===== config.mk =====
export PLATFORM = sky130hd
export DESIGN_NAME = gaussian_hline_filter
export DESIGN_NICKNAME = d
export VERILOG_FILES = /design/src/rtl/gaussian_pkg.sv /design/src/rtl/gaussian_pix_tap.sv /design/src/rtl/gaussian_hline_filter.sv
export SDC_FILE = /design/constraint.sdc
export NUM_CORES = 2
export LEC_CHECK = 0
export ABC_AREA = 1
export CAP_MARGIN = 15
export CORE_MARGIN = 1
export CORE_UTILIZATION = 41
export CTS_CLUSTER_SIZE = 14
export DETAILED_ROUTE_END_ITERATION = 8
export PLACE_DENSITY_LB_ADDON = 0.25
export SLEW_MARGIN = 20
export SYNTH_ARGS = -nofsm -noshare
export SYNTH_HDL_FRONTEND = slang
export SYNTH_SLANG_ARGS = --single-unit

===== constraint.sdc =====
create_clock -name clk -period 2.1 [get_ports clk]
set_clock_uncertainty 0.15 [all_clocks]
set_input_delay 0.42 -clock clk [delete_from_list [all_inputs] [get_ports clk]]
set_output_delay 0.42 -clock clk [all_outputs]
set_load 0.03 [all_outputs]

===== src/rtl/gaussian_pkg.sv =====
// Shared pixel/line types and the scalar reference for the 3-tap [1 2 1]/4 blur.
package gaussian_pkg;
  localparam int PIXEL_W = 8;
  localparam int NUM_PIX = 512 / PIXEL_W;
  localparam int TAG_W   = 16;

  typedef logic [PIXEL_W-1:0]  t_pixel;
  typedef t_pixel [NUM_PIX-1:0] t_line;
  typedef logic [TAG_W-1:0]    t_tag;

  // Two guard bits hold l + 2c + r + 2 without overflow, so no saturation is needed.
  function automatic t_pixel gauss3(t_pixel l, t_pixel c, t_pixel r);
    logic [PIXEL_W+1:0] s;
    s = {2'b00, l} + {2'b00, r} + {1'b0, c, 1'b0} + (PIXEL_W+2)'(2);
    return s[PIXEL_W+1:2];
  endfunction
endpackage


===== src/rtl/gaussian_pix_tap.sv =====
// One pixel of the blur: S2 registers the neighbour sum and doubled centre,
// S3 adds them with rounding (combinational here, registered by the top).
module gaussian_pix_tap #(
  parameter int PIXEL_W = gaussian_pkg::PIXEL_W
) (
  input  logic               clk,
  input  logic [PIXEL_W-1:0] l_i,
  input  logic [PIXEL_W-1:0] c_i,
  input  logic [PIXEL_W-1:0] r_i,
  output logic [PIXEL_W-1:0] pix_o
);
  logic [PIXEL_W:0]   a_q, b_q;
  logic [PIXEL_W+1:0] sum;

  always_ff @(posedge clk) begin
    a_q <= {1'b0, l_i} + {1'b0, r_i};
    b_q <= {c_i, 1'b0};
  end

  assign sum   = {1'b0, a_q} + {1'b0, b_q} + (PIXEL_W+2)'(2);
  assign pix_o = sum[PIXEL_W+1:2];
endmodule


===== src/rtl/gaussian_hline_filter.sv =====
// 3-stage horizontal [1 2 1]/4 blur over one 512-bit line per cycle, with
// per-line bypass, tag sideband and a saturating emitted-line counter.
module gaussian_hline_filter #(
  parameter int PIXEL_W = gaussian_pkg::PIXEL_W,
  parameter int TAG_W   = gaussian_pkg::TAG_W
) (
  input  logic             clk,
  input  logic             reset,
  input  logic             valid_in,
  input  logic [511:0]     data_in,
  input  logic [TAG_W-1:0] tag_in,
  input  logic             bypass,
  input  logic             clear_cnt,
  output logic             valid_out,
  output logic [511:0]     data_out,
  output logic [TAG_W-1:0] tag_out,
  output logic [31:0]      line_cnt
);
  localparam int NUM_PIX = 512 / PIXEL_W;

  logic [3:1]                       vld_pipe_q;
  logic [511:0]                     data1_q, data2_q, data_out_q;
  logic [TAG_W-1:0]                 tag1_q, tag2_q, tag_out_q;
  logic                             byp1_q, byp2_q;
  logic [NUM_PIX-1:0][PIXEL_W-1:0]  pix1, filt;
  logic [31:0]                      line_cnt_q, line_cnt_d;

  assign pix1 = data1_q;

  // Edges replicate the outermost pixel so nothing leaks across lines.
  for (genvar i = 0; i < NUM_PIX; i++) begin : g_tap
    localparam int LI = (i == 0) ? 0 : i - 1;
    localparam int RI = (i == NUM_PIX - 1) ? NUM_PIX - 1 : i + 1;
    gaussian_pix_tap #(.PIXEL_W(PIXEL_W)) u_tap (
      .clk   (clk),
      .l_i   (pix1[LI]),
      .c_i   (pix1[i]),
      .r_i   (pix1[RI]),
      .pix_o (filt[i])
    );
  end

  always_ff @(posedge clk) begin
    if (reset) vld_pipe_q <= '0;
    else       vld_pipe_q <= {vld_pipe_q[2:1], valid_in};
  end

  always_ff @(posedge clk) begin
    data1_q <= data_in;
    tag1_q  <= tag_in;
    byp1_q  <= bypass;
    data2_q <= data1_q;
    tag2_q  <= tag1_q;
    byp2_q  <= byp1_q;
  end

  always_comb begin
    line_cnt_d = line_cnt_q;
    if (clear_cnt)                               line_cnt_d = vld_pipe_q[2] ? 32'd1 : 32'd0;
    else if (vld_pipe_q[2] && (~&line_cnt_q))    line_cnt_d = line_cnt_q + 32'd1;
  end

  always_ff @(posedge clk) begin
    if (reset) begin
      data_out_q <= '0;
      tag_out_q  <= '0;
      line_cnt_q <= '0;
    end else begin
      if (vld_pipe_q[2]) begin
        data_out_q <= byp2_q ? data2_q : filt;
        tag_out_q  <= tag2_q;
      end
      line_cnt_q <= line_cnt_d;
    end
  end

  assign valid_out = vld_pipe_q[3];
  assign data_out  = data_out_q;
  assign tag_out   = tag_out_q;
  assign line_cnt  = line_cnt_q;
endmodule


# Word-level counts from Yosys, hierarchy flattened
# Index checks and enable logic that the tools add are counted.
# Widths: inputs -> output; s select.
# word_totals
reg_bits,2709
elab_cells,339
# op_classes
add_sub_neg,193
mux,4
reduce_logical,4
# op_table
cell,n
$add 10x2->10 const B,64
$add 9x9->10,64
$add 8x8->9,64
$mux 512,1
$mux 32,2
$add 32x1->32 const B,1
$reduce_and 32->1,1
$reduce_bool 2->1,1
$logic_and 1x1->1,1
$logic_not 1->1,1
$mux 1,1

# Longest topological paths before layout
# logic_depth
word_depth,5
depth_mapped,13
ltp_nobuf,13

# Hierarchy
# Synthesis repeated with hierarchy kept, for this count alone.
# unflattened
hier_cells,13589
hier_area_um2,114397.2
# modules_own_cells
mod,n_inst,cells_each,area_each_um2
gaussian_pix_tap at g_tap[0].u_tap ...,43,145,1087.3
gaussian_hline_filter,1,4354,44908.1
gaussian_pix_tap at g_tap[54].u_tap ...,14,142,1079.8
gaussian_pix_tap at g_tap[1].u_tap ...,5,146,1094.8
gaussian_pix_tap at g_tap[53].u_tap ...,2,141,1072.3

# Worst setup path after synthesis
# OpenSTA, ideal clock, no wires.
# synth_path
path_kind,reg-to-reg
start,register data2_q[89] (netlist name)
end,"register data_out_q[94], in the netlist data_out[94]"
setup_time_ns,0.132
t_arrival_ns,1.727
required_ns,1.818
slack_ns,0.090
stages_incl_launch_ff,11
path_buffers,0
synth_period_minus_slack_ns,2.010
path_cell_list,dfxtp_1 ha_1 ha_1 inv_1 fa_1 o21ai_0 nand2_1 nand3_1 nand3_1 nand2_1 a21oi_1
# synth_rtl
item,line,rtl
end signal: assignment,gaussian_hline_filter.sv:70,data_out_q <= byp2_q ? data2_q : filt;
end: declaration,gaussian_hline_filter.sv:22,"logic [511:0] data1_q, data2_q, data_out_q;"

# Worst setup path after layout
# layout_path
start,register g_tap[63].u_tap.a_q[2]
end,"register data_out_q[508], in the netlist data_out[508]"
# layout_between
elab_chain_len,3
# layout_lines
item,line,rtl
start: declaration,gaussian_pix_tap.sv:12,"logic [PIXEL_W:0] a_q, b_q;"
start signal: assignment,gaussian_pix_tap.sv:16,"a_q <= {1'b0, l_i} + {1'b0, r_i};"
$add 9x9->10,gaussian_pix_tap.sv:20,"assign sum = {1'b0, a_q} + {1'b0, b_q} + (PIXEL_W+2)'(2);"
$add 10x2->10,gaussian_pix_tap.sv:20,
$mux 512,gaussian_hline_filter.sv:70,
# Every way passes these cells.
# A chain may end at the register's enable or synchronous reset.

==> reports/metrics.cfg <==
[placement]
pre_cts_slack_ps = -189
dp_hpwl_um = 249000
dp_cells = 16000
placed_cell_area_um2 = 116000
gp_congestion = 0.944
io_buffers = 1093

[setup_path]
cp.arrival_ps = 2770
worst_path_largest_cell_delay_ps = 360
path_cells = ha_4 -> ha_4 -> inv_2 -> fa_2 -> inv_2 -> nand2_2 -> o21ai_2 -> xor2_1 -> nand2_1 -> a21oi_2
critPathMaxFanout = 2
critPathBufInv = 2
crit_type = register to register
crit_family = adder cells
crit_slowest_cell = fa_2
cp_data_required_time_ps = 2770
cp-start-kind = register
cp-end-kind = register

[power]
pwr-share-seq_pct = 37.6
p_leak_uw = 0.0631
ir_drop_uv = 932
p_switching_uw = 40600
p_comb_share_pct = 28.1
power.density_nw_per_um2 = 953
pwr-share-clk_pct = 34.3
power_switching_share_pct = 32.6
cell_internal_pwr_uw = 83900

[logic_synthesis]
netlist_area_um2 = 99600
synth_area_leader_cell = dfxtp_1
synth_enable_flop_cells = 0
ys_warn_count = 0
synth.ff_latch_count = 2133
synth_top_area_share_pct = 42.9
ys_types = 34
synthesis.nets = 13700
seq_area_frac_synth_pct = 42.9
synthCells = 11700
ys_top_cells_by_count = nand2_1, dfxtp_1, a21oi_1
synth_most_common_cell = nand2_1
synthArstFlopShare_pct = 0
synth_area_leaders = dfxtp_1, ha_1, nand2_1
ys_dominant_reg_cell = dfxtp_1
syn_area_per_cell_um2 = 8.51

[routing]
topRoutingLayerUsed = met5
wl_per_cell_um = 19.5
avgViaCountPerCell = 5.02
drt-pass1-iter-count = 6
totalWireLength_um = 330000
route.detailed.drc = 0
initialDrtViolationCount = 5206
vias = 85200
route.met2.wl_um = 150000
wl_met3_um = 20300
wl_met1_um = 142000
ant_nets = 0

[sta]
rsz0062_at_grt = true
min_period_ps = 2100
hold_violations = 0
fmax_ghz = 0.475
drv_slew = 0
worst_pin_slew_ps = 815
setup_slack_ps = -4.40
maxSlewHeadroom_pct = 45.7
setup_viol = 1
finalCritPeriodShare_pct = 100

[finish]
fin_nets = 15600
stdcell_count = 17000
syn2layout_area_growth_pct = 31.2
drive_above_1_share_pct = 15.1
design_area_um2 = 131000
fillCellCount = 21900

[die]
die_x_um = 495
coreArea_um2 = 241000
rows = 180
start_util_pct = 41.3
die_y_um = 495
dieArea_um2 = 245000
io_pins = 1094

[cts]
numCtsBuffers = 232
clock_latency_ps = 910
clock-sinks = 2133
clk_root_buffer_cell = clkbuf_16
cts_tree = built
clk_pin_slew_ps = 60
h-tree-depth = 4
clock_path_buffers = 3

[outcome]
status = finished, violations left
violations = negative setup slack

[global_route]
overflow = 0
track_usage_pct = 25.9
grt_pass1_wl_um = 484000
antenna_found_initial = 78
grt_start_max_net_pins = 101
grt_pass1_vias = 81400

[job]
cap_violations = 0

[worst_hold_path]
hold_class = input port to register

-- layout make-up --
class	instances	area [um^2]	area share [%]
clock buffers	326	6740	5.16
flip-flops and latches	2133	43000	32.9
clock inverters	104	1350	1.03
repair buffers	1911	17400	13.3
diodes	46	115	0.0881
inverters	1233	4650	3.56
well taps	3185	3990	3.05
multi-input cells	8041	53500	40.9
-- cells in the final DEF, fill, tap and decap left out, types with 107 or more instances in the layout --
master and count:
nand2_1 2298, dfxtp_1 1905, a21oi_1 1294, ha_1 1220
inv_1 1162, nand3_1 697, nor2_1 631, clkdlybuf4s50_1 531
dlygate4sd3_1 527, buf_4 489, o21ai_0 428, xor2_1 382
clkbuf_16 233, buf_2 209, dfxtp_2 206, nand4_1 177
ha_4 107
-- layer usage --
metal	vias up	track usage [%]
met1	39500	32.8
met2	2499	42.5
met4	46	12.6
li1	42400	-
met5	-	0
met3	730	4.62
-- power by group through the flow --
stage | sequential, uW | combinational (uW) | clock (uW)
after floorplan | 47400 | 21700 | 0
after global placement | 47500 | 31000 | 0
after detailed placement | 47500 | 31400 | 0
after CTS | 46700 | 32400 | 43400
after global routing | 47100 | 39700 | 45100
final | 46800 | 35100 | 42700
-- metrics by stage --
step	utilization [%]	TNS (ps)	hold WS, ps	power (uW)
after detailed placement	48.0	-1680	162	78900
final	54.2	-4.40	163	125000
after global routing	54.2	-1310	108	132000
after CTS	53.1	-222	0.569	122000
after floorplan	-	0	160	69100
after global placement	48.0	-878	159	78500
-- sequential cells by signal, indices dropped and copies added, names as in the netlist --
signal / cells
data_out: 512
data1_q: 512
data2_q: 511
vld_pipe_q: 3
g_tap.u_tap.a_q: 512
line_cnt: 32
tag2_q: 16
byp2_q: 1
g_tap.u_tap.b_q: 1
byp1_q: 1
tag_out: 16
tag1_q: 16
-- cell families (layout without fill, tap and decap cells) --
logic type / Yosys count / count (layout) / synth area share [%]
AND/OR/NAND/NOR: 4061 / 4061 / 17.1
flip-flops: 2133 / 2133 / 42.9
AO/OA/AOI/OAI: 2059 / 2060 / 10.7
buffers and inverters: 1529 / 3574 / 5.97
adder cells (fa/ha/maj): 1473 / 1473 / 19.5
XOR/XNOR: 447 / 447 / 3.93
other: 0 / 46 / 0
-- what timing repair did --
item / 4_1_cts / 5_1_grt
cloned: 0 / 1
endpoints found under the hold margin: 630 / 2
buffers inserted: 18 / 26
pin swaps: 9 / 246
hold buffers: 525 / 2
setup endpoints to repair: 562 / 278
resized for setup: 3086 / 708
-- path summary, 6_finish.rpt --
path | startpoint | endpoint | slack [ps] | cells after the start
worst min-delay path | data_in[213] | data1_q[213] | 160 | 1
worst max-delay path | g_tap[63].u_tap.a_q[2] | data_out[508] | -4 | 10
worst max register to register | g_tap[63].u_tap.a_q[2] | data_out[508] | -4 | 10
worst min register to register | tag1_q[3] | tag2_q[3] | 170 | 0
Note: power is estimated with default switching activity, not from simulation.
